[config.mk]
export PLATFORM = sky130hd
export DESIGN_NAME = dsk_track_prefetch_flat
export DESIGN_NICKNAME = d
export VERILOG_FILES = /design/src/rtl/dsk_track_prefetch_pkg.sv /design/src/rtl/dsk_track_prefetch_if.sv /design/src/rtl/dsk_track_prefetch_fifo.sv /design/src/rtl/dsk_track_prefetch.sv /design/src/flat_wrapper.sv
export SDC_FILE = /design/constraint.sdc
export NUM_CORES = 1
export LEC_CHECK = 0
export ABC_AREA = 1
export BUFFER_PORTS_ARGS = -buffer_cell sky130_fd_sc_hd__buf_2
export CORE_MARGIN = 10
export CORE_UTILIZATION = 65
export CTS_BUF_LIST = sky130_fd_sc_hd__clkbuf_8
export CTS_CLUSTER_DIAMETER = 150
export DETAILED_ROUTE_END_ITERATION = 10
export PLACE_DENSITY_LB_ADDON = 0.2
export RECOVER_POWER = 100
export REMOVE_ABC_BUFFERS = 1
export SLEW_MARGIN = 20
export SYNTH_ARGS = -nofsm -noshare
export SYNTH_HDL_FRONTEND = slang
export SYNTH_SLANG_ARGS = --single-unit
[constraint.sdc]
create_clock -name clk -period 4.75 [get_ports clk]
set_clock_uncertainty 0.05 [all_clocks]
set_input_delay 0.2375 -clock clk [delete_from_list [all_inputs] [get_ports clk]]
set_output_delay 0.2375 -clock clk [all_outputs]
set_load 0.01 [all_outputs]
[src/rtl/dsk_track_prefetch_pkg.sv]
`default_nettype none
// ============================================================================
// Module   : dsk_pkg
// Brief    : Shared disk-slot constants and prefetcher state encoding.
// Revision : 1.0 - initial release
// ============================================================================
package dsk_pkg;

    localparam logic [1:0]  DSK_SLOT_INT = 2'd0;
    localparam logic [1:0]  DSK_SLOT_EXT = 2'd1;

    localparam logic [21:0] DSK_INT_BASE = 22'h100000;
    localparam logic [21:0] DSK_EXT_BASE = 22'h200000;

    typedef enum logic [0:0] {
        IDLE = 1'b0,
        RUN  = 1'b1
    } dskState_t;

endpackage : dsk_pkg
`default_nettype wire

[src/rtl/dsk_track_prefetch_if.sv]
`default_nettype none
// ============================================================================
// Module   : dsk_track_prefetch_if
// Brief    : Track control, RAM slot and byte-stream signals of one prefetcher.
// Revision : 1.0 - initial release
// ============================================================================
interface dsk_track_prefetch_if #(
    parameter int DEPTH = 4
);
    localparam int CW = $clog2(DEPTH) + 1;

    logic          trackLoad;
    logic [21:0]   trackStart;
    logic [15:0]   trackLength;
    logic [21:0]   dskReadAddr;
    logic          dskReadAck;
    logic          memoryLatch;
    logic [15:0]   memoryData;
    logic          byteValid;
    logic [7:0]    byteData;
    logic          byteReady;
    logic          trackWrapped;
    logic [CW-1:0] fillLevel;

    modport slave (
        input  trackLoad, trackStart, trackLength,
        input  dskReadAck, memoryLatch, memoryData, byteReady,
        output dskReadAddr, byteValid, byteData, trackWrapped, fillLevel
    );

    modport master (
        output trackLoad, trackStart, trackLength,
        output dskReadAck, memoryLatch, memoryData, byteReady,
        input  dskReadAddr, byteValid, byteData, trackWrapped, fillLevel
    );

endinterface : dsk_track_prefetch_if
`default_nettype wire

[src/rtl/dsk_track_prefetch_fifo.sv]
`default_nettype none
// ============================================================================
// Module   : dsk_word_fifo
// Brief    : Synchronous 16-bit word FIFO with flush; head is read directly.
// Revision : 1.0 - initial release
// ============================================================================
module dsk_word_fifo #(
    parameter int DEPTH = 4
) (
    input  wire logic                   clk,
    input  wire logic                   _reset,
    input  wire logic                   push,
    input  wire logic                   pop,
    input  wire logic                   flush,
    input  wire logic [15:0]            din,
    output logic      [$clog2(DEPTH):0] count,
    output logic      [15:0]            head
);
    localparam int AW = $clog2(DEPTH);

    logic [15:0]   r_mem [DEPTH];
    logic [AW-1:0] r_wrPtr;
    logic [AW-1:0] r_rdPtr;
    logic [AW:0]   r_count;
    logic          w_doPush;
    logic          w_doPop;

    assign w_doPush = push && (r_count != (AW+1)'(DEPTH));
    assign w_doPop  = pop && (r_count != '0);

    always_ff @(posedge clk) begin
        if (!_reset || flush) begin
            r_wrPtr <= '0;
            r_rdPtr <= '0;
            r_count <= '0;
        end else begin
            if (w_doPush) r_wrPtr <= r_wrPtr + AW'(1);
            if (w_doPop)  r_rdPtr <= r_rdPtr + AW'(1);
            case ({w_doPush, w_doPop})
                2'b10:   r_count <= r_count + (AW+1)'(1);
                2'b01:   r_count <= r_count - (AW+1)'(1);
                default: r_count <= r_count;
            endcase
        end
    end

    // Storage carries no reset; only the pointers define what is valid.
    always_ff @(posedge clk) begin
        if (_reset && !flush && w_doPush) r_mem[r_wrPtr] <= din;
    end

    assign count = r_count;
    assign head  = r_mem[r_rdPtr];

endmodule : dsk_word_fifo
`default_nettype wire

[src/rtl/dsk_track_prefetch.sv]
`default_nettype none
// ============================================================================
// Module   : dsk_track_prefetch
// Brief    : Per-drive track prefetcher: slot word capture into a FIFO,
//            big-endian byte stream out.
// Revision : 1.0 - initial release
// ============================================================================
module dsk_track_prefetch
    import dsk_pkg::*;
#(
    parameter int DEPTH = 4
) (
    input  wire logic           clk,
    input  wire logic           _reset,
    dsk_track_prefetch_if.slave bus
);
    localparam int CW = $clog2(DEPTH) + 1;

    dskState_t     r_state;
    dskState_t     w_stateNext;
    logic [21:0]   r_base;
    logic [21:0]   r_addr;
    logic [15:0]   r_len;
    logic [15:0]   r_offset;
    logic          r_sel;
    logic          r_wrapped;
    logic [CW-1:0] w_count;
    logic [15:0]   w_head;
    logic [15:0]   w_offsetInc;
    logic          w_lastWord;
    logic          w_capture;
    logic          w_accept;
    logic          w_popWord;
    logic          w_valid;

    always_ff @(posedge clk) begin
        if (!_reset) r_state <= IDLE;
        else         r_state <= w_stateNext;
    end

    // trackLoad overrides any capture or pop landing in the same clk.
    always_comb begin
        w_stateNext = r_state;
        w_capture   = 1'b0;
        w_accept    = 1'b0;
        if (bus.trackLoad) begin
            w_stateNext = ((bus.trackLength & 16'hFFFE) != 16'd0) ? RUN : IDLE;
        end else begin
            w_capture = (r_state == RUN) && bus.dskReadAck && bus.memoryLatch &&
                        (w_count < CW'(DEPTH));
            w_accept  = w_valid && bus.byteReady;
        end
    end

    assign w_valid     = (w_count != '0);
    assign w_popWord   = w_accept && r_sel;
    assign w_offsetInc = r_offset + 16'd2;
    assign w_lastWord  = (w_offsetInc == r_len);

    always_ff @(posedge clk) begin
        if (!_reset) begin
            r_base    <= '0;
            r_addr    <= '0;
            r_len     <= '0;
            r_offset  <= '0;
            r_sel     <= 1'b0;
            r_wrapped <= 1'b0;
        end else begin
            r_wrapped <= 1'b0;
            if (bus.trackLoad) begin
                r_base   <= bus.trackStart & ~22'd1;
                r_addr   <= bus.trackStart & ~22'd1;
                r_len    <= bus.trackLength & 16'hFFFE;
                r_offset <= '0;
                r_sel    <= 1'b0;
            end else begin
                if (w_capture) begin
                    if (w_lastWord) begin
                        r_offset  <= '0;
                        r_addr    <= r_base;
                        r_wrapped <= 1'b1;
                    end else begin
                        r_offset <= w_offsetInc;
                        r_addr   <= r_base + {6'd0, w_offsetInc};
                    end
                end
                if (w_accept) r_sel <= ~r_sel;
            end
        end
    end

    dsk_word_fifo #(
        .DEPTH (DEPTH)
    ) u_fifo (
        .clk    (clk),
        ._reset (_reset),
        .push   (w_capture),
        .pop    (w_popWord),
        .flush  (bus.trackLoad),
        .din    (bus.memoryData),
        .count  (w_count),
        .head   (w_head)
    );

    assign bus.dskReadAddr  = r_addr;
    assign bus.byteValid    = w_valid;
    assign bus.byteData     = !w_valid ? 8'h00 : (r_sel ? w_head[7:0] : w_head[15:8]);
    assign bus.trackWrapped = r_wrapped;
    assign bus.fillLevel    = w_count;

endmodule : dsk_track_prefetch
`default_nettype wire

[src/flat_wrapper.sv]
// flat-port wrapper written by rule: the top's interface ports become plain ports
module dsk_track_prefetch_flat import dsk_pkg::*;
#(
    parameter int DEPTH = 4
)
  (clk, _reset, bus_trackLoad, bus_trackStart, bus_trackLength, bus_dskReadAck, bus_memoryLatch, bus_memoryData, bus_byteReady, bus_dskReadAddr, bus_byteValid, bus_byteData, bus_trackWrapped, bus_fillLevel);
  dsk_track_prefetch_if #(.DEPTH(DEPTH)) bus_i ();
  input  wire logic clk;
  input  wire logic _reset;
  input wire logic [$bits(bus_i.trackLoad)-1:0] bus_trackLoad;
  input wire logic [$bits(bus_i.trackStart)-1:0] bus_trackStart;
  input wire logic [$bits(bus_i.trackLength)-1:0] bus_trackLength;
  input wire logic [$bits(bus_i.dskReadAck)-1:0] bus_dskReadAck;
  input wire logic [$bits(bus_i.memoryLatch)-1:0] bus_memoryLatch;
  input wire logic [$bits(bus_i.memoryData)-1:0] bus_memoryData;
  input wire logic [$bits(bus_i.byteReady)-1:0] bus_byteReady;
  output wire logic [$bits(bus_i.dskReadAddr)-1:0] bus_dskReadAddr;
  output wire logic [$bits(bus_i.byteValid)-1:0] bus_byteValid;
  output wire logic [$bits(bus_i.byteData)-1:0] bus_byteData;
  output wire logic [$bits(bus_i.trackWrapped)-1:0] bus_trackWrapped;
  output wire logic [$bits(bus_i.fillLevel)-1:0] bus_fillLevel;
  assign bus_i.trackLoad = bus_trackLoad;
  assign bus_i.trackStart = bus_trackStart;
  assign bus_i.trackLength = bus_trackLength;
  assign bus_i.dskReadAck = bus_dskReadAck;
  assign bus_i.memoryLatch = bus_memoryLatch;
  assign bus_i.memoryData = bus_memoryData;
  assign bus_i.byteReady = bus_byteReady;
  assign bus_dskReadAddr = bus_i.dskReadAddr;
  assign bus_byteValid = bus_i.byteValid;
  assign bus_byteData = bus_i.byteData;
  assign bus_trackWrapped = bus_i.trackWrapped;
  assign bus_fillLevel = bus_i.fillLevel;
  dsk_track_prefetch #(.DEPTH(DEPTH)) u_core (.clk(clk), ._reset(_reset), .bus(bus_i));
endmodule
-- Yosys cells after proc, flatten, opt, wreduce, memory -nomap -nowiden
Memories as Yosys holds them, arrays and structs flattened. A register that Yosys moved wholly into a read port is not among the register bits.
Cells that the tools add are included.
- memory bits (writable): 64
- bits of input ports: 60
- memories kept: 1
- bits in registers: 84
- memory list (name ; words ; width ; rd ports ; clocked after memory_dff ; wr ports ; RTL line ; source):
    u_core.u_fifo.r_mem ; 4 ; 16 ; 1 ; 1 ; 1 ; dsk_track_prefetch_fifo.sv:21 ; logic [15:0] r_mem [DEPTH];
- equality and inequality tests: 4
- multiplexer cells: 15
- reductions and logical operators: 18
- $add $sub $neg: 6
- magnitude comparators: 1
- bitwise logic cells: 3
- operators with widths (operator ; count):
    22-bit two-way mux ; 3
    22-bit by 16-bit adder with 22-bit output ; 1
    16-bit by 2-bit adder with 16-bit output, second input constant ; 1
    16-bit == test ; 1
    16-bit two-way mux ; 1
    8-bit two-way mux ; 2
    16-bit nonzero test ; 1
    1-bit logical AND ; 9
    1-bit two-way mux ; 6
    3-bit one-hot mux with 2 select lines ; 1
    2-bit by 1-bit adder with 2-bit output, second input constant ; 2
    2-bit two-way mux ; 2
    2-bit nonzero test ; 2
    3-bit by 1-bit adder with 3-bit output, second input constant ; 1
    3-bit < comparator, second input constant ; 1
    3-bit != test, second input constant ; 1
    1-bit inverter ; 3
    3-bit nonzero test ; 1
    3-bit OR reduction ; 1
    3-bit by 1-bit subtractor with 3-bit output, second input constant ; 1
    2-bit by 1-bit == test with 1-bit output, second input constant ; 1
    2-bit == test, second input constant ; 1
    1-bit logical NOT ; 2
    2-bit OR reduction ; 1
    1-bit logical OR ; 1

-- Depth between registers and ports, before layout
Gate-level depths: netlist of the first run.
- word-level depth: 8
- mapped depth: 19
- depth with buffers taken out: 19

-- Cells and area by module
Synthesis of the first run repeated with hierarchy kept, for this count alone.
- cells, all modules: 1057
- area, all modules: 7981.4 µm²
- by module, submodules not included (module ; instances ; cells an instance ; area each (µm²) ; seq. area each (µm²)):
    dsk_track_prefetch ; 1 ; 829 ; 5114.9 ; 1521.5
    dsk_word_fifo ; 1 ; 228 ; 2866.5 ; 2102.0

-- Worst setup path after synthesis of the first run
OpenSTA, ideal clock, no wires.
- path type: flip-flop to flip-flop
- start: reg u_core.u_fifo.r_count[2], in the netlist u_core.u_fifo.count[2]
- end: reg u_core.u_fifo.r_count[1], in the netlist u_core.u_fifo.count[1]
- cell stages (with the launch flop): 10
- clock period less this slack: 2.465 ns
- arrival: 2.345 ns
- data required time: 4.630 ns
- library setup time: 0.070 ns
- path slack: 2.285 ns
- path through: dfxtp_1 > inv_1 > nand4_1 > nor2_1 > clkinv_1 > clkbuf_1 > ha_1 > inv_1 > fa_1 > a21oi_1
- cells in the longest elaborated chain, start to end: 7
- elaborated cells between the ends (all ways): 14
- classes of those cells: 1 x order compare; 3 x eq/ne; 3 x mux; 7 x reduce/logical
- RTL lines (item ; RTL line ; source):
    start, declared ; dsk_track_prefetch_fifo.sv:24 ; logic [AW:0] r_count;
    start signal, assigned ; dsk_track_prefetch_fifo.sv:40 ; 2'b10: r_count <= r_count + (AW+1)'(1);
    start signal, assigned ; dsk_track_prefetch_fifo.sv:41 ; 2'b01: r_count <= r_count - (AW+1)'(1);
    start signal, assigned ; dsk_track_prefetch_fifo.sv:42 ; default: r_count <= r_count;
    parallel branches: the longest is 7 deep, another holds 3-bit < comparator ; -- ;
Parallel ways; which one is timed is not known.
A chain may end at the register's enable or synchronous reset.

-- Final worst setup path of the first run
- start: reg u_core.r_offset[1]
- end: reg u_core.r_addr[5], in the netlist u_core.bus.dskReadAddr[5]
- cells in the longest elaborated chain, start to end: 5
- elaborated cells between the ends (all ways): 6
- classes of those cells: 2 x add/sub; 1 x eq/ne; 3 x mux
- RTL lines (item ; RTL line ; source):
    start, declared ; dsk_track_prefetch.sv:24 ; logic [15:0] r_offset;
    start signal, assigned ; dsk_track_prefetch.sv:83 ; r_offset <= w_offsetInc;
    16-bit by 2-bit adder with 16-bit output * ; dsk_track_prefetch.sv:57 ; assign w_offsetInc = r_offset + 16'd2;
    22-bit by 16-bit adder with 22-bit output / 16-bit == test (equally long branches) ; dsk_track_prefetch.sv:84, dsk_track_prefetch.sv:58 ;
    22-bit two-way mux * ; dsk_track_prefetch.sv:78 ; if (w_lastWord) begin
    22-bit two-way mux * ; dsk_track_prefetch.sv:77 ; if (w_capture) begin
    22-bit two-way mux * ; dsk_track_prefetch.sv:70 ; if (bus.trackLoad) begin
    end signal, assigned ; dsk_track_prefetch.sv:72 ; r_addr <= bus.trackStart & ~22'd1;
    end signal, assigned ; dsk_track_prefetch.sv:80 ; r_addr <= r_base;
    end signal, assigned ; dsk_track_prefetch.sv:84 ; r_addr <= r_base + {6'd0, w_offsetInc};
    end, declared ; dsk_track_prefetch.sv:22 ; logic [21:0] r_addr;
Mark *: on every way between the ends. The rest lies on a longest branch, timed or not. The select of a mux whose other input is x is not followed.

==> results.rst, run 1 <==
.. list-table::
   :header-rows: 1

   * - Metric
     - Value
   * - Outcome
     - complete, but fails checks
   * - Violated checks
     - max-capacitance violations, max-slew violations
   * - Source of the critical timing path
     - u_core.r_offset[1]$_SDFFE_PP0P_
   * - Leakage power summed over all cells
     - 0.00353 µW
   * - Number of storage elements in the synthesis netlist
     - 149
   * - Final wirelength
     - between 15 and 20 mm
   * - Overall die width
     - approximately 130 µm
   * - Most frequently used flop master after synthesis
     - sky130_fd_sc_hd__dfxtp_1
   * - Global-route wire length before repair
     - 30.8 mm
   * - Critical path fanouts, max
     - 38
   * - # resized after CTS
     - 0
   * - Area of the core region
     - around 11000 µm²
   * - Combined area of all synthesized cells
     - between 7000 and 8000 µm²
   * - Max-slew headroom
     - -21.3%
   * - Antenna diode instance count
     - 0
   * - Buffers from clock root to sink, at most
     - 2
   * - Number of endpoints with negative hold slack in the final report
     - 0
   * - TritonCTS clock tree
     - yes
   * - Remaining global-route overflow
     - 0
   * - Yosys top cell by area
     - sky130_fd_sc_hd__edfxtp_1
   * - Unrepaired setup endpoints after global routing
     - false
   * - Iter 0 DRT Violations
     - a little under 700
   * - Maximum single-stage delay on the critical path
     - 780 ps
   * - Largest net degree at the start of global routing
     - between 40 and 50
   * - Critical path required time
     - roughly 5100 ps
   * - Critical path endpoint category
     - register
   * - Quantity of I/O buffers inserted on ports
     - 92
   * - Gate count after technology mapping
     - roughly 950
   * - Antenna violations before repair
     - 0
   * - Data arrival time of the critical path
     - approximately 4000 ps
   * - Synth top area cells
     - sky130_fd_sc_hd__edfxtp_1 (26%), sky130_fd_sc_hd__dfxtp_1 (23%), sky130_fd_sc_hd__nand2_1 (9.6%), sky130_fd_sc_hd__nand3_1 (7.7%), sky130_fd_sc_hd__inv_1 (5.4%)
   * - Flop2flop setup slack
     - between 1000 and 1500 ps
   * - Slew @ Worst Pin
     - approximately 1800 ps
   * - Maximum clock frequency
     - about 270 MHz
   * - Global-route total usage across every layer
     - 23.1%
   * - Post-detailed-route DRC marker count
     - 0
   * - Detailed Place HPWL
     - around 13 mm
   * - Origin of the critical flop-to-flop path
     - u_core.r_offset[1]$_SDFFE_PP0P_
   * - Shortest period the worst path allows
     - ~3700 ps
   * - Crit path max-delay cell type
     - sky130_fd_sc_hd__clkbuf_1
   * - Most frequent cell on the critical path
     - sky130_fd_sc_hd__nand2_1
   * - Commonest cells post-synth
     - sky130_fd_sc_hd__nand2_1 (192), sky130_fd_sc_hd__nand3_1 (115), sky130_fd_sc_hd__inv_1 (107)
   * - Worst reg2reg path endpoint
     - u_core.bus.dskReadAddr[5]$_SDFFE_PN0P_
   * - Cell with the most instances after synthesis
     - sky130_fd_sc_hd__nand2_1
   * - Clock-pin slew on the worst setup and hold paths
     - around 90 ps
   * - Hold worst-path end
     - u_core.r_base[15]$_SDFFE_PN0P_
   * - Crit path max-delay family
     - simple AND/OR/NAND/NOR gates
   * - Count of final max-slew check failures
     - between 70 and 80
   * - Path category of the worst min-delay check
     - primary input to register
   * - Effective utilization at floorplan
     - 65.9%
   * - Total power density per cell area
     - a little under 300 nW/µm²
   * - Average wire per cell in the routed design
     - 15.5 µm
   * - Vias in the first global route
     - around 6600
   * - Final worst hold slack
     - between 10 and 15 ps
   * - Critical Setup Path Class
     - register to register
   * - Worst vdd ir
     - approximately 0.00021 V
   * - Total stage count of the critical path
     - 17
   * - Initial DRT Pass Iterations
     - 5
   * - Async S/R FF share, synth
     - 0%
   * - Post-DR vias/cell
     - 5.60
   * - Worst-Skew Late Latency
     - approximately 460 ps
   * - Layout area overhead
     - 15.6%
   * - CTS sink count
     - 149
   * - Number of I/O pins
     - 95
   * - PnR worst setup slack
     - 1070 ps
   * - Dpl ws
     - between 1500 and 2000 ps
   * - Number of clock buffers inserted by TritonCTS
     - 17
   * - Unique masters post-synth
     - 32
   * - Hold path startpoint
     - bus_trackStart[15]
   * - Final worst path period share
     - 77.5%
   * - Gpl congestion
     - slightly above 0.9
   * - Vias
     - ~6900
   * - MaxCap Viol Count
     - 2
   * - Cells traversed along the worst timing path
     - ha_1, nand2_1, nor2_1, nand3_1, nand2_1, nand2_2, nand2_1, nand2_1, nor2_1, nand2_1, nor2_2, clkbuf_1, nand2_1, buf_4, nand2_1, nand3_1, a21oi_1
   * - Total negative slack for setup checks
     - 0 ps
   * - Placement Rows
     - 39
   * - Fraction of final layout cells sized beyond drive strength 1
     - 8.42%
   * - Count of buffer and inverter cells on the critical path
     - 2
   * - Die height
     - approximately 130 µm
   * - Number of cell instances on the worst register-to-register path
     - 17
   * - Post-layout nets
     - around 1200
   * - Area fraction of the dominant cell type after synthesis
     - 25.6%
   * - Mapped Avg Cell Area
     - around 7.9 µm²
   * - Area of the die
     - 16200 µm²
   * - Htree depth
     - 4
   * - Fraction of the yosys area taken by sequential cells
     - 48.4%
   * - Instance count along the most critical hold path
     - 3
   * - Clock tree root driver cell
     - sky130_fd_sc_hd__clkbuf_8
   * - Worst setup SP type
     - register
   * - Number of nets with antenna violations after detailed routing
     - 0
   * - Number of failing setup endpoints in the final timing report
     - 0
   * - Synth warnings
     - 0
   * - EDFF count, synth
     - 64
[stage by stage]
stage               instances  util [%]  area, µm²  power, µW
finish                   1224      76.2       8660       2550
global route             1224      76.2       8660       2640
CTS                      1224      77.0       8760       2560
detailed placement       1161      71.0       8070       1610
global placement         1161      71.0       8070       1610
floorplan                 912         -       7320       1530
[repair_timing]
item / 4_1_cts / 5_1_grt
setup buffers: 0 / 0
endpoints found under the hold margin: 79 / 0
hold buffers: 31 / 0
[how the worst max path moves through the flow]
stage	endpoint	slack [ps]
6_report	u_core.bus.dskReadAddr[5]$_SDFFE_PN0P_	1070
3_5_place_dp	u_core.u_fifo.count[2]$_SDFFE_PP0P_	1600
3_3_place_gp	u_core.u_fifo.count[2]$_SDFFE_PP0P_	1670
4_1_cts	u_core.u_fifo.count[2]$_SDFFE_PP0P_	1580
5_1_grt	u_core.bus.dskReadAddr[5]$_SDFFE_PN0P_	700
2_1_floorplan	u_core.u_fifo.count[1]$_SDFFE_PP0P_	540
[layout make-up]
type                            instances  area, µm²
Clock buffer                           17        234
Clock inverter                         15        144
Fill cell                             900       2710
Inverter                              113        424
Multi-Input combinational cell        650       3270
Sequential cell                       149       3620
Tap cell                              143        179
Timing Repair Buffer                  137        792
[placed cells by master, fill, tap and decap left out, types with 2 or more instances in the layout]
cell type	n
sky130_fd_sc_hd__nand2_1	192
sky130_fd_sc_hd__nand3_1	115
sky130_fd_sc_hd__inv_1	107
sky130_fd_sc_hd__nor2_1	85
sky130_fd_sc_hd__dfxtp_1	85
sky130_fd_sc_hd__a21oi_1	74
sky130_fd_sc_hd__o21ai_0	71
sky130_fd_sc_hd__edfxtp_1	64
sky130_fd_sc_hd__clkbuf_1	57
sky130_fd_sc_hd__buf_2	40
sky130_fd_sc_hd__dlygate4sd3_1	31
sky130_fd_sc_hd__o22ai_1	28
sky130_fd_sc_hd__ha_1	21
sky130_fd_sc_hd__clkbuf_8	17
sky130_fd_sc_hd__nand4_1	12
sky130_fd_sc_hd__xor2_1	9
sky130_fd_sc_hd__buf_4	9
sky130_fd_sc_hd__a31oi_1	8
sky130_fd_sc_hd__xnor2_1	8
sky130_fd_sc_hd__clkinv_1	5
sky130_fd_sc_hd__nand3b_1	4
sky130_fd_sc_hd__inv_6	4
sky130_fd_sc_hd__nor3_1	3
sky130_fd_sc_hd__nor2_2	3
sky130_fd_sc_hd__o21ai_1	3
sky130_fd_sc_hd__nand2_2	3
sky130_fd_sc_hd__inv_8	3
sky130_fd_sc_hd__clkinv_2	3
sky130_fd_sc_hd__nor2_4	2
sky130_fd_sc_hd__o21a_1	2
sky130_fd_sc_hd__nor4_1	2
sky130_fd_sc_hd__fa_1	2
sky130_fd_sc_hd__clkinv_4	2
[layer usage]
layer,wire (µm),global-route usage [%]
met4,549,10.0
met5,0,0
met2,9430,39.8
met1,7940,27.0
met3,1040,5.21
[kinds of logic (layout without fill, tap and decap cells)]
| kind of cell | Yosys count | after routing | share of synthesized area (%) |
|---|---|---|---|
| AND/OR/NAND/NOR | 421 | 421 | 24.2 |
| flip-flops | 149 | 149 | 48.4 |
| AO/OA/AOI/OAI | 189 | 189 | 13.4 |
| buffers and inverters | 153 | 282 | 7.96 |
| XOR/XNOR | 17 | 17 | 1.99 |
| adder cells (fa/ha/maj) | 23 | 23 | 4.04 |
[worst register-to-register path: stages, from the launching register on]
cell and delay (ps):
sky130_fd_sc_hd__dfxtp_1 420, sky130_fd_sc_hd__ha_1 250, sky130_fd_sc_hd__nand2_1 110, sky130_fd_sc_hd__nor2_1 480, sky130_fd_sc_hd__nand3_1 140, sky130_fd_sc_hd__nand2_1 130, sky130_fd_sc_hd__nand2_2 100, sky130_fd_sc_hd__nand2_1 80
sky130_fd_sc_hd__nand2_1 50, sky130_fd_sc_hd__nor2_1 80, sky130_fd_sc_hd__nand2_1 70, sky130_fd_sc_hd__nor2_2 70, sky130_fd_sc_hd__clkbuf_1 780, sky130_fd_sc_hd__nand2_1 110, sky130_fd_sc_hd__buf_4 320, sky130_fd_sc_hd__nand2_1 110
sky130_fd_sc_hd__nand3_1 100, sky130_fd_sc_hd__a21oi_1 170
[flip-flops by register name, summed over array words and instances (netlist names), named ones only]
register and cells:
u_core.r_sel 1, u_core.u_fifo.r_mem 64, u_core.r_len 15, u_core.r_offset 15
u_core.u_fifo.r_rdPtr 2, u_core.bus.dskReadAddr 22, u_core.r_base 21, u_core.bus.trackWrapped 1
u_core.r_state 1, u_core.u_fifo.r_wrPtr 2, u_core.u_fifo.count 3
[where the power goes]
group	switching [µW]	leakage (µW)	total, µW	internal (µW)
combinational	130	0.00206	216	86.7
clock	520	0.000193	947	427
sequential	20.1	0.00127	1380	1360
total	670	0.00353	2550	1880
Note: power is estimated with default switching activity, not from simulation.
==> inputs of run 2 (changes only) <==
--- a/config.mk
+++ b/config.mk
@@ -8,7 +8,7 @@
 export ABC_AREA = 1
 export BUFFER_PORTS_ARGS = -buffer_cell sky130_fd_sc_hd__buf_2
 export CORE_MARGIN = 10
-export CORE_UTILIZATION = 65
+export CORE_UTILIZATION = 54
 export CTS_BUF_LIST = sky130_fd_sc_hd__clkbuf_8
 export CTS_CLUSTER_DIAMETER = 150
 export DETAILED_ROUTE_END_ITERATION = 10
==> constraint.sdc (replaced) <==
create_clock -name clk -period 2.95 [get_ports clk]
set_clock_uncertainty 0.05 [all_clocks]
set_input_delay 0.1475 -clock clk [delete_from_list [all_inputs] [get_ports clk]]
set_output_delay 0.1475 -clock clk [all_outputs]
set_load 0.01 [all_outputs]
==> run 2 against run 1 <==
Compared with the run above: the run still ends with max-capacitance violations, max-slew violations left; global-route usage shrank 2.8 points; cell count grew 5.2%; sequential cell count is the same; combinational power grew 71%; first-iteration DRC count shrank 39%; hold slack gained 26 ps.
==> results.rst, run 2 (synthesized netlist as in run 1, its figures left out) <==
.. list-table::
   :header-rows: 1

   * - Metric
     - Value
   * - Outcome
     - complete, but fails checks
   * - Violated checks
     - max-capacitance violations, max-slew violations
   * - Number of I/O pins
     - 95 (unchanged)
   * - Effective utilization at floorplan
     - 55.9% (-10 points)
   * - Worst setup SP type
     - register
   * - Final wirelength
     - 19.0 mm (+0.27%)
   * - Number of cell instances on the worst register-to-register path
     - 15 (-2)
   * - Detailed Place HPWL
     - 12.9 mm (+1.3%)
   * - Path category of the worst min-delay check
     - primary input to register
   * - Average wire per cell in the routed design
     - 14.8 µm (-4.7%)
   * - CTS sink count
     - 149 (unchanged)
   * - Buffers from clock root to sink, at most
     - 2 (unchanged)
   * - Worst-Skew Late Latency
     - 470 ps (about the same)
   * - Gpl congestion
     - 0.920 (+0.21%)
   * - Clock tree root driver cell
     - sky130_fd_sc_hd__clkbuf_8
   * - Iter 0 DRT Violations
     - 416 (-39%)
   * - Critical path required time
     - 3300 ps (-1770 ps)
   * - Leakage power summed over all cells
     - 0.00364 µW (+3.1%)
   * - Worst reg2reg path endpoint
     - u_core.bus.dskReadAddr[16]$_SDFFE_PN0P_
   * - Clock-pin slew on the worst setup and hold paths
     - 90 ps (about the same)
   * - Area used by multi-input combinational logic
     - 3320 µm² (+1.8%)
   * - Largest register FFs
     - 64 (unchanged)
   * - Worst vdd ir
     - 0.000272 V (+26%)
   * - Post-layout nets
     - 1182 (+2.7%)
   * - Shortest period the worst path allows
     - 2760 ps (-923 ps)
   * - Number of failing setup endpoints in the final timing report
     - 0 (unchanged)
   * - Final worst hold slack
     - 41.0 ps (+26.3 ps)
   * - Hold path startpoint
     - bus_trackLength[8]
   * - Die height
     - 138 µm (+8.2%)
   * - Max-slew headroom
     - -12.6% (+8.6 points)
   * - Post-DR vias/cell
     - 5.38 (-3.8%)
   * - Post-detailed-route DRC marker count
     - 0 (unchanged)
   * - Overall die width
     - 138 µm (+8.2%)
   * - Most frequent standard cell in the layout excluding fill and tap cells
     - sky130_fd_sc_hd__nand2_1
   * - Origin of the critical flop-to-flop path
     - u_core.r_offset[1]$_SDFFE_PP0P_
   * - Number of endpoints with negative hold slack in the final report
     - 0 (unchanged)
   * - Total power density per cell area
     - 453 nW/µm² (+54%)
   * - Fill count
     - 1165 (+29%)
   * - Critical path fanouts, max
     - 7 (-82%)
   * - Largest net degree at the start of global routing
     - 41 (-2.4%)
   * - Count of final max-slew check failures
     - 73 (-6.4%)
   * - Antenna diode instance count
     - 0 (unchanged)
   * - Flop2flop setup slack
     - 190 ps (-880 ps)
   * - Global-route total usage across every layer
     - 20.3% (-2.8 points)
   * - Placement Rows
     - 42 (+7.7%)
   * - MaxCap Viol Count
     - 2 (unchanged)
   * - Fraction of final layout cells sized beyond drive strength 1
     - 10.1% (+1.7 points)
   * - Quantity of I/O buffers inserted on ports
     - 92 (unchanged)
   * - Htree depth
     - 4 (unchanged)
   * - Hold worst-path end
     - u_core.r_len[8]$_SDFFE_PN0P_
   * - Register area
     - 3630 µm² (+0.14%)
   * - Area of the core region
     - 13400 µm² (+18%)
   * - Area of the die
     - 19000 µm² (+17%)
   * - Critical Setup Path Class
     - register to register
   * - TritonCTS clock tree
     - yes
   * - Vias
     - 6935 (+1.2%)
   * - Final worst path period share
     - 93.5% (+16 points)
   * - Source of the critical timing path
     - u_core.r_offset[1]$_SDFFE_PP0P_
   * - Instance count along the most critical hold path
     - 3 (unchanged)
   * - Total negative slack for setup checks
     - 0 ps (unchanged)
   * - Antenna violations before repair
     - 0 (unchanged)
   * - Global-route wire length before repair
     - 30.7 mm (-0.22%)
   * - Maximum clock frequency
     - 362 MHz (+33%)
   * - Leading cell types in the layout, fill and taps excluded
     - sky130_fd_sc_hd__nand2_1 (189), sky130_fd_sc_hd__nand3_1 (114), sky130_fd_sc_hd__inv_1 (107)
   * - Number of nets with antenna violations after detailed routing
     - 0 (unchanged)
   * - Biggest register
     - u_core.u_fifo.r_mem
   * - Slew @ Worst Pin
     - 1690 ps (-130 ps)
   * - Remaining global-route overflow
     - 0 (unchanged)
   * - Layout area overhead
     - 20.5%
   * - Data arrival time of the critical path
     - 3110 ps (-890 ps)
   * - Vias in the first global route
     - 6407 (-2.2%)
   * - Critical path endpoint category
     - register
   * - Number of clock buffers inserted by TritonCTS
     - 17 (unchanged)
   * - Initial DRT Pass Iterations
     - 7 (+2)
==> run 2: layout make-up <==
cell class	instances	share of cell area, %
Sequential cell	149	40.2
Inverter	113	4.70
Clock buffer	17	2.59
Timing Repair Buffer	168	11.8
Multi-Input combinational cell	650	36.8
Tap cell	176	2.44
Clock inverter	15	1.46
==> run 2: repair_timing <==
| item | CTS | global route |
|---|---|---|
| gates resized for setup | 0 | 23 |
| hold buffers | 53 | 0 |
| hold endpoints to repair | 115 | 0 |
| buffers inserted | 0 | 2 |
| setup endpoints to repair | 0 | 12 |
==> run 2: critical path, stage by stage, from the launching register on <==
cell and delay (ps):
sky130_fd_sc_hd__dfxtp_2 370, sky130_fd_sc_hd__ha_2 220, sky130_fd_sc_hd__nand2_1 120, sky130_fd_sc_hd__nor2_4 220
sky130_fd_sc_hd__buf_4 160, sky130_fd_sc_hd__nand4_1 130, sky130_fd_sc_hd__nand2_2 130, sky130_fd_sc_hd__ha_1 290
sky130_fd_sc_hd__a21oi_2 160, sky130_fd_sc_hd__o21ai_0 90, sky130_fd_sc_hd__a21oi_1 180, sky130_fd_sc_hd__nand2_2 130
sky130_fd_sc_hd__xor2_1 160, sky130_fd_sc_hd__nand2_1 60, sky130_fd_sc_hd__nand3_1 70, sky130_fd_sc_hd__a21oi_1 150
==> run 2: where the power goes <==
group | internal [µW] | switching, µW | total, µW
clock network | 617 | 870 | 1490
registers | 2200 | 32.4 | 2230
logic | 160 | 210 | 370
==> run 2: metal layers <==
metal  wire [µm]  GRT usage, %  up-vias  part of all wire (%)
li1            -             -     3497                     -
met1        7810          23.2     3227                    41
met2        9690          35.8      171                    51
met3        1090          4.44       40                   5.7
met4         424          8.57        0                   2.2
met5           0             0        -                     0
==> run 2: how the worst max path moves through the flow <==
stage | to | slack, ps | cells past startpoint
4_1_cts | u_core.bus.dskReadAddr[16]$_SDFFE_PN0P_ | 100 | 15
3_3_place_gp | u_core.bus.dskReadAddr[21]$_SDFFE_PN0P_ | 190 | 17
2_1_floorplan | u_core.u_fifo.count[1]$_SDFFE_PP0P_ | -1260 | 8
5_1_grt | u_core.bus.dskReadAddr[16]$_SDFFE_PN0P_ | -40 | 15
6_report | u_core.bus.dskReadAddr[16]$_SDFFE_PN0P_ | 190 | 15
3_5_place_dp | u_core.bus.dskReadAddr[16]$_SDFFE_PN0P_ | 160 | 15
==> run 2: metrics by stage <==
step | cell area [µm²] | setup slack (ps) | util, % | power, µW | std cells
floorplan | 7320 | -1260 | - | 2460 | 912
global placement | 8160 | 187 | 60.9 | 2590 | 1201
detailed placement | 8160 | 160 | 60.9 | 2600 | 1201
CTS | 9060 | 96.7 | 67.6 | 4110 | 1286
global route | 9030 | -44.1 | 67.4 | 4250 | 1288
finish | 9030 | 191 | 67.4 | 4090 | 1288
==> inputs of run 3 (changes only) <==
--- a/config.mk
+++ b/config.mk
@@ -5,10 +5,9 @@
 export SDC_FILE = /design/constraint.sdc
 export NUM_CORES = 1
 export LEC_CHECK = 0
-export ABC_AREA = 1
 export BUFFER_PORTS_ARGS = -buffer_cell sky130_fd_sc_hd__buf_2
 export CORE_MARGIN = 10
-export CORE_UTILIZATION = 54
+export CORE_UTILIZATION = 32
 export CTS_BUF_LIST = sky130_fd_sc_hd__clkbuf_8
 export CTS_CLUSTER_DIAMETER = 150
 export DETAILED_ROUTE_END_ITERATION = 10
==> run 3 against run 2 <==
Compared with the run above: the run ends with negative setup slack left; first-iteration DRC count down 20%; register-to-register slack worse by 330 ps; clock power up 9%; hold slack better by 190 ps; count of clock-buffer cells in the layout unchanged; total power up 6.7%; synthesized area up 5.9%; maximum frequency down 11%; wire length up 21%; combinational power up 32%; final area up 19%; largest cell class is now multi-input gates.
==> results.rst, run 3 <==
.. list-table::
   :header-rows: 1

   * - Metric
     - Value
   * - Outcome
     - complete, but fails checks
   * - Violated checks
     - negative setup slack
   * - Async S/R FF share, synth
     - 0% (unchanged)
   * - Overall die width
     - 177 µm (+29%)
   * - TritonCTS clock tree
     - yes
   * - Global-route total usage across every layer
     - 14.7% (-5.6 points)
   * - Number of clock buffers inserted by TritonCTS
     - 17 (unchanged)
   * - Post-layout nets
     - 1068 (-9.6%)
   * - Worst reg2reg path endpoint
     - u_core.bus.dskReadAddr[17]$_SDFFE_PN0P_
   * - EDFF count, synth
     - 64 (unchanged)
   * - Fraction of the yosys area taken by sequential cells
     - 45.7% (-2.7 points)
   * - MaxCap Viol Count
     - 0 (-2)
   * - Yosys top cell by area
     - sky130_fd_sc_hd__edfxtp_1
   * - CTS sink count
     - 149 (unchanged)
   * - Number of endpoints with negative hold slack in the final report
     - 0 (unchanged)
   * - Average wire per cell in the routed design
     - 17.5 µm (+18%)
   * - Most frequent standard cell in the layout excluding fill and tap cells
     - sky130_fd_sc_hd__buf_4
   * - Data arrival time of the critical path
     - 3410 ps (+300 ps)
   * - Fraction of final layout cells sized beyond drive strength 1
     - 28.6% (+18 points)
   * - Flop2flop setup slack
     - -140 ps (-330 ps)
   * - Worst vdd ir
     - 0.000218 V (-20%)
   * - Leading cell types in the layout, fill and taps excluded
     - sky130_fd_sc_hd__buf_4 (117), sky130_fd_sc_hd__dfxtp_1 (76), sky130_fd_sc_hd__edfxtp_1 (64)
   * - Vias
     - 6553 (-5.5%)
   * - Synth top area cells
     - sky130_fd_sc_hd__edfxtp_1 (24%), sky130_fd_sc_hd__dfxtp_1 (21%), sky130_fd_sc_hd__mux2i_1 (5.9%), sky130_fd_sc_hd__mux4_2 (4.5%), sky130_fd_sc_hd__ha_1 (3.3%)
   * - Unique masters post-synth
     - 79 (+150%)
   * - Total negative slack for setup checks
     - -798 ps (-798 ps)
   * - Maximum single-stage delay on the critical path
     - 400 ps (+30 ps)
   * - Initial DRT Pass Iterations
     - 5 (-2)
   * - Number of failing setup endpoints in the final timing report
     - 11 (+11)
   * - Final wirelength
     - 23.1 mm (+21%)
   * - Count of buffer and inverter cells on the critical path
     - 1 (unchanged)
   * - Placement Rows
     - 57 (+36%)
   * - Commonest cells post-synth
     - sky130_fd_sc_hd__dfxtp_1 (85), sky130_fd_sc_hd__edfxtp_1 (64), sky130_fd_sc_hd__mux2i_1 (47)
   * - Buffers from clock root to sink, at most
     - 2 (unchanged)
   * - Die height
     - 177 µm (+29%)
   * - Gpl congestion
     - 0.810 (-12%)
   * - Most used routing layer in global routing
     - met2
   * - Met3 global-route usage
     - 3.02% (-1.4 points)
   * - Leakage power summed over all cells
     - 0.00415 µW (+14%)
   * - Antenna violations before repair
     - 0 (unchanged)
   * - Total power density per cell area
     - 406 nW/µm² (-10%)
   * - Instance count along the most critical hold path
     - 6 (+3)
   * - Global-route wire length before repair
     - 36.3 mm (+18%)
   * - Dpl ws
     - -336 ps (-496 ps)
   * - Remaining global-route overflow
     - 0 (unchanged)
   * - Vias in the first global route
     - 6588 (+2.8%)
   * - Synth warnings
     - 0 (unchanged)
   * - Quantity of I/O buffers inserted on ports
     - 92 (unchanged)
   * - Critical path fanouts, max
     - 5 (-2)
   * - Number of nets with antenna violations after detailed routing
     - 0 (unchanged)
   * - Mapped Avg Cell Area
     - 10.8 µm² (+37%)
   * - Unrepaired setup endpoints after global routing
     - true
   * - Critical path required time
     - 3270 ps (-30 ps)
   * - Number of placed instances with taps included
     - 1229 (+2.3%)
   * - Slew @ Worst Pin
     - 1040 ps (-645 ps)
   * - Worst-Skew Late Latency
     - 470 ps (about the same)
   * - Shortest period the worst path allows
     - 3090 ps (+335 ps)
   * - Final worst path period share
     - 105% (+11 points)
   * - Effective utilization at floorplan
     - 32.5% (-23 points)
   * - Area fraction of the dominant cell type after synthesis
     - 24.2% (-1.4 points)
   * - Gate count after technology mapping
     - 737 (-23%)
   * - Number of I/O pins
     - 95 (unchanged)
   * - Largest net degree at the start of global routing
     - 59 (+44%)
   * - Biggest register
     - u_core.u_fifo.r_mem
   * - Final standard cell count with taps included and fillers excluded
     - 1322 (+2.6%)
   * - Largest register FFs
     - 64 (unchanged)
   * - Htree depth
     - 4 (unchanged)
   * - Hold path startpoint
     - bus_dskReadAck
   * - Max-slew headroom
     - 30.4% (+43 points)
   * - GR met2 Demand/Resource
     - 24.6% (-11 points)
   * - Area of the die
     - 31500 µm² (+66%)
   * - Number of storage elements in the synthesis netlist
     - 149 (unchanged)
   * - Placed Area
     - 9510 µm² (+16%)
   * - Most frequently used flop master after synthesis
     - sky130_fd_sc_hd__dfxtp_1
   * - Worst setup SP type
     - register
   * - Critical Setup Path Class
     - register to register
   * - PnR worst setup slack
     - -144 ps (-335 ps)
   * - Clock-pin slew on the worst setup and hold paths
     - 110 ps (+20 ps)
   * - Origin of the critical flop-to-flop path
     - u_core.r_offset[1]$_SDFFE_PP0P_
   * - Path category of the worst min-delay check
     - primary input to register
   * - Maximum clock frequency
     - 323 MHz (-11%)
   * - Post-DR vias/cell
     - 4.96 (-7.9%)
   * - Final design area excluding fillers
     - 10700 µm² (+19%)
   * - Post-detailed-route DRC marker count
     - 0 (unchanged)
   * - Final worst hold slack
     - 235 ps (+194 ps)
   * - Iter 0 DRT Violations
     - 331 (-20%)
   * - Cell with the most instances after synthesis
     - sky130_fd_sc_hd__dfxtp_1
   * - Crit path max-delay family
     - compound AO/OA/AOI/OAI gates
   * - Met1 usage
     - 18.5% (-4.7 points)
   * - Detailed Place HPWL
     - 16.9 mm (+31%)
   * - Clock tree root driver cell
     - sky130_fd_sc_hd__clkbuf_8
   * - Crit path max-delay cell type
     - sky130_fd_sc_hd__a2111o_1
   * - Hold worst-path end
     - u_core.r_offset[13]$_SDFFE_PP0P_
   * - Antenna diode instance count
     - 0 (unchanged)
   * - Layout area overhead
     - 35.4%
   * - Combined area of all synthesized cells
     - 7940 µm² (+5.9%)
   * - Area of the core region
     - 24400 µm² (+82%)
   * - Number of cell instances on the worst register-to-register path
     - 12 (-3)
   * - Count of final max-slew check failures
     - 0 (-100%)
   * - Cells traversed along the worst timing path
     - ha_4, buf_4, nand3_4, xnor2_2, ha_1, o21a_1, o2111ai_2, o221ai_2, a2111o_1, o311a_1, and2_4, a221o_1
   * - Critical path endpoint category
     - register
[run 3: repair_timing]
action / CTS / global route
setup endpoints to repair: 23 / 28
hold endpoints to repair: 123 / 0
resized for setup: 43 / 31
hold buffers: 53 / 0
setup buffers: 3 / 5
pin swaps: 12 / 18
[run 3: layout make-up]
cell class / count / area [µm²]
timing repair buffer: 276 / 1910
clock inverter: 15 / 169
fill: 2398 / 13600
inverter: 18 / 67.6
sequential: 149 / 3640
clock buffer: 17 / 234
tap: 324 / 405
multi-input combinational: 523 / 4320
[run 3: worst max path at each step]
stage                                    start                                      end  cells past startpoint
2_1_floorplan  u_core.r_offset[1]$_SDFFE_PP0P_  u_core.bus.dskReadAddr[17]$_SDFFE_PN0P_                     12
3_3_place_gp   u_core.r_offset[2]$_SDFFE_PP0P_  u_core.bus.dskReadAddr[17]$_SDFFE_PN0P_                     12
3_5_place_dp   u_core.r_offset[2]$_SDFFE_PP0P_  u_core.bus.dskReadAddr[17]$_SDFFE_PN0P_                     12
4_1_cts        u_core.r_offset[1]$_SDFFE_PP0P_  u_core.bus.dskReadAddr[17]$_SDFFE_PN0P_                     12
5_1_grt        u_core.r_offset[1]$_SDFFE_PP0P_  u_core.bus.dskReadAddr[17]$_SDFFE_PN0P_                     12
6_report       u_core.r_offset[1]$_SDFFE_PP0P_  u_core.bus.dskReadAddr[17]$_SDFFE_PN0P_                     12
[run 3: logic make-up after synthesis]
family                     after synthesis  share of synthesized area, %
and+or+nand+nor                        247                          18.1
DFF                                    149                          45.7
AOI/OAI and AO/OA                      147                          12.8
buffers and inverters                   65                          3.77
muxes                                   63                          10.5
xor gates and xnor gates                43                          5.41
adders and majority gates               23                          3.82
[run 3: worst min-delay path: stages]
cell	delay, ps
sky130_fd_sc_hd__buf_2	110
sky130_fd_sc_hd__nand4b_1	110
sky130_fd_sc_hd__nor2_1	50
sky130_fd_sc_hd__buf_4	160
sky130_fd_sc_hd__nand3_1	70
sky130_fd_sc_hd__a21oi_1	60
[run 3: power breakdown]
group / switching [µW] / internal [µW] / total, µW
Combinational: 248 / 243 / 490
Clock: 979 / 648 / 1630
Sequential: 49.0 / 2200 / 2240
[run 3: metal layers]
metal / up-vias / part of all wire (%)
li1: 3244 / -
met1: 3177 / 45
met2: 109 / 49
met3: 23 / 3.8
met4: 0 / 1.9
met5: - / 0
[run 3: per-stage QoR]
| stage | utilization [%] | power (µW) |
|---|---|---|
| 2_1_floorplan | - | 2490 |
| 3_3_place_gp | 39.0 | 2710 |
| 3_5_place_dp | 39.0 | 2720 |
| 4_1_cts | 43.7 | 4420 |
| 5_1_grt | 44.1 | 4560 |
| 6_report | 44.1 | 4360 |
